<file path="src/rtl/queue_counter.sv">
// queue_counter: counts customers in a single bank queue using two photocells.
// Each raw sensor is synchronised, debounced and rising-edge detected. The
// events then drive a saturating up/down counter with registered full/empty
// flags and one-cycle overflow/underflow pulses.
module queue_counter #(
    parameter int N          = 3,
    parameter int DEB_CYCLES = 4
) (
    input  logic         clk,
    input  logic         rst,
    input  logic         back_sensor,
    input  logic         front_sensor,
    output logic [N-1:0] pcount,
    output logic         full,
    output logic         empty,
    output logic         ovf,
    output logic         unf
);

    localparam int DCW = (DEB_CYCLES < 1) ? 1 : $clog2(DEB_CYCLES + 1);
    localparam logic [DCW-1:0] DC_LAST = DCW'(DEB_CYCLES - 1);
    localparam logic [N-1:0]   PMAX    = {N{1'b1}};

    // Index 0 is the entrance (back) sensor, index 1 the teller-end (front) sensor.
    logic [1:0] raw;
    logic [1:0] ev;

    assign raw = {front_sensor, back_sensor};

    genvar gi;
    generate
        for (gi = 0; gi < 2; gi++) begin : g_sensor
            logic           s1_reg;
            logic           s2_reg;
            logic           deb_reg;
            logic           deb_q_reg;
            logic [DCW-1:0] dc_reg;

            // Synchroniser, debouncer and edge-history flops for one sensor.
            // A new level must persist in s2 for DEB_CYCLES edges to be accepted.
            always_ff @(posedge clk or posedge rst) begin
                if (rst) begin
                    s1_reg    <= 1'b0;
                    s2_reg    <= 1'b0;
                    deb_reg   <= 1'b0;
                    deb_q_reg <= 1'b0;
                    dc_reg    <= '0;
                end else begin
                    s1_reg    <= raw[gi];
                    s2_reg    <= s1_reg;
                    deb_q_reg <= deb_reg;
                    if (s2_reg == deb_reg) begin
                        dc_reg <= '0;
                    end else if (dc_reg == DC_LAST) begin
                        deb_reg <= s2_reg;
                        dc_reg  <= '0;
                    end else begin
                        dc_reg <= dc_reg + 1'b1;
                    end
                end
            end

            // Only a beam being blocked (rising debounced level) is an arrival.
            assign ev[gi] = deb_reg & ~deb_q_reg;
        end
    endgenerate

    logic         enter;
    logic         leave;
    logic [N-1:0] pcount_next;
    logic         ovf_next;
    logic         unf_next;

    assign enter = ev[0];
    assign leave = ev[1];

    // Next count with saturation; simultaneous entry/exit nets to zero except
    // when the queue is empty, where only the entry is physically possible.
    always_comb begin
        pcount_next = pcount;
        ovf_next    = 1'b0;
        unf_next    = 1'b0;
        if (enter && leave) begin
            if (empty) begin
                pcount_next = pcount + 1'b1;
            end
        end else if (enter) begin
            if (full) begin
                ovf_next = 1'b1;
            end else begin
                pcount_next = pcount + 1'b1;
            end
        end else if (leave) begin
            if (empty) begin
                unf_next = 1'b1;
            end else begin
                pcount_next = pcount - 1'b1;
            end
        end
    end

    // Count and flags are registered from the same next value so they always agree.
    always_ff @(posedge clk or posedge rst) begin
        if (rst) begin
            pcount <= '0;
            full   <= 1'b0;
            empty  <= 1'b1;
            ovf    <= 1'b0;
            unf    <= 1'b0;
        end else begin
            pcount <= pcount_next;
            full   <= (pcount_next == PMAX);
            empty  <= (pcount_next == '0);
            ovf    <= ovf_next;
            unf    <= unf_next;
        end
    end

endmodule

</file>
<file path="config.mk">
export PLATFORM = sky130hd
export DESIGN_NAME = queue_counter
export DESIGN_NICKNAME = d
export VERILOG_FILES = /design/src/rtl/queue_counter.sv
export SDC_FILE = /design/constraint.sdc
export NUM_CORES = 1
export LEC_CHECK = 0
export BUFFER_PORTS_ARGS = -buffer_cell sky130_fd_sc_hd__clkbuf_2
export CORE_MARGIN = 5
export CORE_UTILIZATION = 41
export CTS_CLUSTER_DIAMETER = 50
export DETAILED_ROUTE_END_ITERATION = 8
export MAX_ROUTING_LAYER = met4
export PLACE_DENSITY_LB_ADDON = 0.05
export SKIP_CTS_REPAIR_TIMING = 1
export SYNTH_ARGS = -nofsm -noshare
export SYNTH_HDL_FRONTEND = slang
export SYNTH_SLANG_ARGS = --single-unit
</file>
<file path="constraint.sdc">
create_clock -name clk -period 1.55 [get_ports clk]
set_input_delay 0.0775 -clock clk [delete_from_list [all_inputs] [get_ports clk]]
set_output_delay 0.0775 -clock clk [all_outputs]
set_load 0.01 [all_outputs]
</file>
==> results of run 1 <==
## power by group through the flow
stage	clock (mW)	sequential [mW]	combinational (mW)
after global placement	0	0.831	0.930
after floorplan	0	0.867	0.605
final	0.261	0.836	0.980
after detailed placement	0	0.839	0.926
after CTS	0.277	0.826	0.928
after global routing	0.303	0.864	1.11
## through the flow
stage / hold slack [ns] / total power [mW] / std cells / instance area, um2 / setup WS (ns)
after floorplan: 0.0533 / 1.47 / 65 / 876 / 0.000759
after global placement: 0.0991 / 1.76 / 108 / 1000 / -0.0213
after detailed placement: 0.112 / 1.76 / 108 / 1000 / -0.0335
after CTS: -0.236 / 2.03 / 112 / 1030 / -0.0527
after global routing: 0.361 / 2.27 / 117 / 1090 / -0.0764
final: 0.325 / 2.08 / 117 / 1090 / -0.0172
## layout make-up
class	count	share of cell area [%]
multi-input combinational	39	31.5
timing repair buffer	21	12.9
tap	27	3.10
inverter	5	1.72
clock buffer	3	2.07
clock inverter	1	0.459
sequential	21	48.3
## worst paths after layout
kind	startpoint	end	slack [ns]	cells past startpoint
max	g_sensor[1].deb_reg	full	-0.02	5
min	rst	g_sensor[1].s1_reg	0.32	4
max reg2reg	g_sensor[1].deb_reg	full	-0.02	5
min reg2reg	g_sensor[0].s1_reg	g_sensor[0].s2_reg	0.36	0
max in group asynchronous	rst	empty	0.95	4
min in group clk	g_sensor[0].s1_reg	g_sensor[0].s2_reg	0.36	0
## layer usage
metal | global-route usage, % | vias up
li1 | - | 273
met1 | 13.4 | 279
met2 | 16.0 | 13
met3 | 2.09 | 4
met4 | 7.12 | 0
met5 | - | -
## tightest hold or removal path, stage by stage
cell,delay [ns]
dlygate4sd3_1,0.54
clkbuf_2,0.10
inv_1,0.04
buf_4,0.26
## logic make-up after synthesis
group / count (synthesis)
DFF: 21
and+or+nand+nor: 21
muxes: 3
adders and majority gates: 5
buffers and inverters: 5
AOI/OAI and AO/OA: 6
xor gates and xnor gates: 4
## synthesized netlist by cell type (all sizes together) (2+ instances only)
cell type	n
inv	5
dfrtp	20
nor3	4
o22ai	2
nor3b	5
mux2	2
and3	2
ha	4
xnor2	4
nor2b	4
nand2b	2
nand2	2
==> impl_metrics.json, run 1 <==
{
  "die-area_mm2": 0.00316,
  "slew_headroom_pct": 81.5,
  "finalCriticalPeriod_ns": 1.57,
  "gp_congestion": 0.658,
  "max_stage_delay_ns": 0.41,
  "grt_pass1_vias": 592,
  "sequentialPowerShare_pct": 40.2,
  "critPathBufInv": 0,
  "wl_met3_um": 60,
  "io_buffers": 10,
  "syn_nets": 73,
  "clock.fmax_ghz": 0.638,
  "grtUsageTotal_pct": 10.8,
  "synth_area_um2": 876,
  "max_cap_viol_count": 0,
  "muxShareOfSynthArea_pct": 3.71,
  "setup_ws_ns": -0.0172,
  "layout_common_cells": "20 x dfrtp_1, 10 x clkbuf_2, 8 x buf_4, 5 x inv_1",
  "synth_top_family_by_area": "simple AND/OR/NAND/NOR gates",
  "ys_ff_latch": 21,
  "nFillCells": 184,
  "rsz0062_at_grt": "true",
  "clkTransAtPathRegs_ns": 0.11,
  "final_core_util_pct": 54.4,
  "clock-root-buffer": "clkbuf_4",
  "layout_commonest_cell": "dfrtp_1",
  "dr.pass1.iters": 4,
  "yosysSeqAreaShare_pct": 60.1,
  "die_w_um": 56.2,
  "core_mm2": 0.00200,
  "nets": 99,
  "worstMarginPinSlew_ns": 0.276,
  "met1Wirelength_um": 656,
  "drc": 0,
  "clockBufferDepth": 2,
  "wirelength_mm": 1.41,
  "grt_overflow": 0,
  "dr.max_layer_used": "met4",
  "crit_chain": "or3b_4 -> maj3_2 -> o22ai_2 -> a21oi_2 -> and3_1",
  "synth_simple_gate_area_share_pct": 15.4,
  "area_delta_synth_final_pct": 24.4,
  "antenna_found_initial": 0,
  "hold_viol": 0,
  "cts_tree": "yes",
  "cpMaxStageDelayCell": "or3b_4",
  "fin_tns_setup_ns": -0.0172,
  "p_per_area_mw_per_mm2": 1910,
  "cp.arrival_ns": 1.77,
  "drtIter0Drc": 4,
  "grt_pass1_wl_mm": 2.55,
  "wl_met2_um": 661,
  "netlist_instances": 65,
  "power.leakage_nw": 0.533,
  "clock_skew_ns": 0.00103,
  "setup_viol": 1,
  "vias": 569,
  "rows": 16,
  "cts_num_sinks": 21,
  "htree_num_levels": 1,
  "switching_power_mw": 0.747,
  "synth_compound_area_share_pct": 6.71,
  "ys_types": 24,
  "seq_area_um2": 527,
  "insertion_delay_ns": 0.30,
  "fp.dieH_um": 56.2,
  "violations": "setup timing",
  "drv_slew": 0,
  "crit_type": "reg2reg",
  "synth_edf_count": 0,
  "synth_xor_area_share_pct": 4.86,
  "cp-end-kind": "flip-flop",
  "antenna_cells": 0,
  "initial_core_util_pct": 43.8,
  "hp-class": "in2async",
  "cp_max_fo": 4,
  "synthTopCellsByArea": "dfrtp_1 57%, ha_1 5.7%, nor3b_1 3.4%",
  "ant_nets": 0,
  "yosys.area.top_type": "dfrtp_1",
  "routedWlPerCell_um": 12.1,
  "fin_crit_sh_pct": 101,
  "yosys_warnings": 0,
  "swShare_pct": 36.0,
  "synthAdderAreaFrac_pct": 7.00,
  "p_clk_share_pct": 12.6,
  "largest_reg_flops": 6,
  "grt_max_degree": 22,
  "worstPathRequired_ns": 1.75,
  "cts_made_buffers": 3,
  "ys_async_sr_fraction_pct": 100,
  "outcome": "complete, but fails checks",
  "cp-start-kind": "flip-flop",
  "ioPinCount": 11,
  "cp_top_family": "simple AND/OR/NAND/NOR gates",
  "avgSynthCellArea_um2": 13.5,
  "layout-drive-gt1-share_pct": 38.9,
  "yosys.area.top_type_share_pct": 57.1,
  "multi_input_area_um2": 343,
  "power.internal_mw": 1.33,
  "p_comb_share_pct": 47.2,
  "synthFlopType": "dfrtp_1",
  "avgViaCountPerCell": 4.86,
  "vdd.ir_drop.worst_mv": 1.02,
  "hpwl_mm": 1.05
}
Note: power is estimated with default switching activity, not from simulation.
==> run 2, diff against run 1 <==
--- a/config.mk
+++ b/config.mk
@@ -8,6 +8,7 @@
 export BUFFER_PORTS_ARGS = -buffer_cell sky130_fd_sc_hd__clkbuf_2
 export CORE_MARGIN = 5
 export CORE_UTILIZATION = 41
+export CTS_BUF_LIST = sky130_fd_sc_hd__clkbuf_16
 export CTS_CLUSTER_DIAMETER = 50
 export DETAILED_ROUTE_END_ITERATION = 8
 export MAX_ROUTING_LAYER = met4
==> run 2 against run 1 <==
Compared with the run above: the run still ends with setup timing left; combinational power is 2.4% lower; critical path depth stayed put; worst setup slack better by 0.0067 ns; core utilization is 2.0 points higher; cell count is 0.85% lower; maximum frequency is 0.43% higher; hold slack better by 0.020 ns; non-clock buffer count is 1 lower; clock power is 100% higher; routed wire length is 0.42% lower; register-to-register slack hardly changed; total power is 12% higher; highest routed layer unchanged.
==> impl_metrics.json, run 2 (synthesis gave the netlist of run 1 again) <==
{
  "io_buffers": 10,
  "clock-root-buffer": "clkbuf_16",
  "fp.dieH_um": 56.2,
  "ff2ff_setup_slack_ns": -0.01,
  "fin_crit_sh_pct": 101,
  "die-area_mm2": 0.00316,
  "swShare_pct": 32.9,
  "cp.arrival_ns": 1.70,
  "cts_num_sinks": 21,
  "layout_common_cells": "20 x dfrtp_1, 10 x clkbuf_2, 7 x buf_4, 5 x inv_1",
  "grt_pass1_vias": 615,
  "seq_area_um2": 527,
  "worstPathRequired_ns": 1.69,
  "p_clk_share_pct": 23.0,
  "routedWlPerCell_um": 12.1,
  "initial_core_util_pct": 43.8,
  "nFillCells": 178,
  "fin_hold_ws_ns": 0.345,
  "nets": 98,
  "wirelength_mm": 1.41,
  "htree_num_levels": 1,
  "power.internal_mw": 1.56,
  "crit_type": "reg2reg",
  "insertion_delay_ns": 0.25,
  "cts_tree": "yes",
  "max_cap_viol_count": 0,
  "setup_viol": 1,
  "worstMarginPinSlew_ns": 0.306,
  "outcome": "complete, but fails checks",
  "setup_ws_ns": -0.0105,
  "cp_max_fo": 4,
  "sequentialPowerShare_pct": 35.9,
  "p_per_area_mw_per_mm2": 2060,
  "antenna_found_initial": 0,
  "hp-class": "reg2reg",
  "clock.fmax_ghz": 0.641,
  "drtIter0Drc": 3,
  "place_area_mm2": 0.00100,
  "layout-drive-gt1-share_pct": 36.0,
  "switching_power_mw": 0.764,
  "gp_congestion": 0.658,
  "vdd.ir_drop.worst_mv": 1.12,
  "die_w_um": 56.2,
  "final_area_mm2": 0.00113,
  "multi_input_area_um2": 338,
  "ant_nets": 0,
  "hpwl_mm": 1.05,
  "largest_reg_flops": 6,
  "slew_headroom_pct": 79.6,
  "hold_viol": 0,
  "area_delta_synth_final_pct": 29.0,
  "grt_max_degree": 22,
  "drc": 0,
  "violations": "setup timing",
  "cp-end-kind": "flip-flop",
  "dr.pass1.iters": 4,
  "cts_made_buffers": 3,
  "p_total_mw": 2.32,
  "clkTransAtPathRegs_ns": 0.06,
  "rsz0062_at_grt": "true",
  "fin_tns_setup_ns": -0.0105,
  "avgViaCountPerCell": 4.82,
  "cp-start-kind": "flip-flop",
  "clockBufferDepth": 2,
  "power.leakage_nw": 0.550,
  "vias": 559,
  "rows": 16,
  "core_mm2": 0.00200,
  "grt_overflow": 0,
  "layout_commonest_cell": "dfrtp_1",
  "ioPinCount": 11,
  "finalCriticalPeriod_ns": 1.56,
  "clock_skew_ns": 0.000739,
  "grtUsageTotal_pct": 11.0,
  "antenna_cells": 0,
  "p_comb_share_pct": 41.1,
  "drv_slew": 0,
  "grt_pass1_wl_mm": 2.61,
  "dp_slack_ns": -0.0335
}
run 2: cell types whose count changed in the layout (fill, tap and decap cells not counted):
| cell | delta |
|---|---|
| clkbuf_16 | +3 |
| clkbuf_4 | -3 |
| nor2b_1 | +2 |
| nor2b_2 | -2 |
| buf_4 | -1 |
run 2: final timing paths:
check | start | endpoint | depth (start not counted)
max | g_sensor[1].deb_reg | full | 5
min | g_sensor[0].s1_reg | g_sensor[0].s2_reg | 0
max reg2reg | g_sensor[1].deb_reg | full | 5
min reg2reg | g_sensor[0].s1_reg | g_sensor[0].s2_reg | 0
max in group asynchronous | rst | empty | 4
min in group asynchronous | rst | g_sensor[1].s1_reg | 4
run 2: through the flow:
| stage | util (%) | instances |
|---|---|---|
| finish | 56.4 | 116 |
| global route | 56.4 | 116 |
| CTS | 54.2 | 112 |
| detailed placement | 50.2 | 108 |
| global placement | 50.2 | 108 |
| floorplan | - | 65 |
run 2: final cells by class:
| class | instances | area share (%) |
|---|---|---|
| repair buffers | 20 | 11.7 |
| multi-input cells | 39 | 29.9 |
| clock inverters | 1 | 0.443 |
| inverters | 5 | 1.66 |
| flip-flops and latches | 21 | 46.6 |
| well taps | 27 | 2.99 |
| clock buffers | 3 | 6.64 |
run 2: power groups by stage:
stage               Combinational [mW]  Clock (mW)  Sequential, mW
finish                           0.956       0.534           0.834
global route                      1.08       0.577           0.862
CTS                              0.930       0.547           0.828
detailed placement               0.926           0           0.839
global placement                 0.930           0           0.831
floorplan                        0.605           0           0.867
run 2: layer usage:
metal	track usage (%)	vias up	share of wire (%)
met5	-	-	0
met4	6.10	0	0.50
met3	2.78	2	4.1
met2	16.9	11	50
met1	13.1	275	46
li1	-	271	-
run 2: critical path: stages (launching register included):
cell     delay (ns)
dfrtp_1        0.38
or3b_4         0.42
maj3_2         0.31
o22ai_2        0.10
a21oi_2        0.06
and3_1         0.18
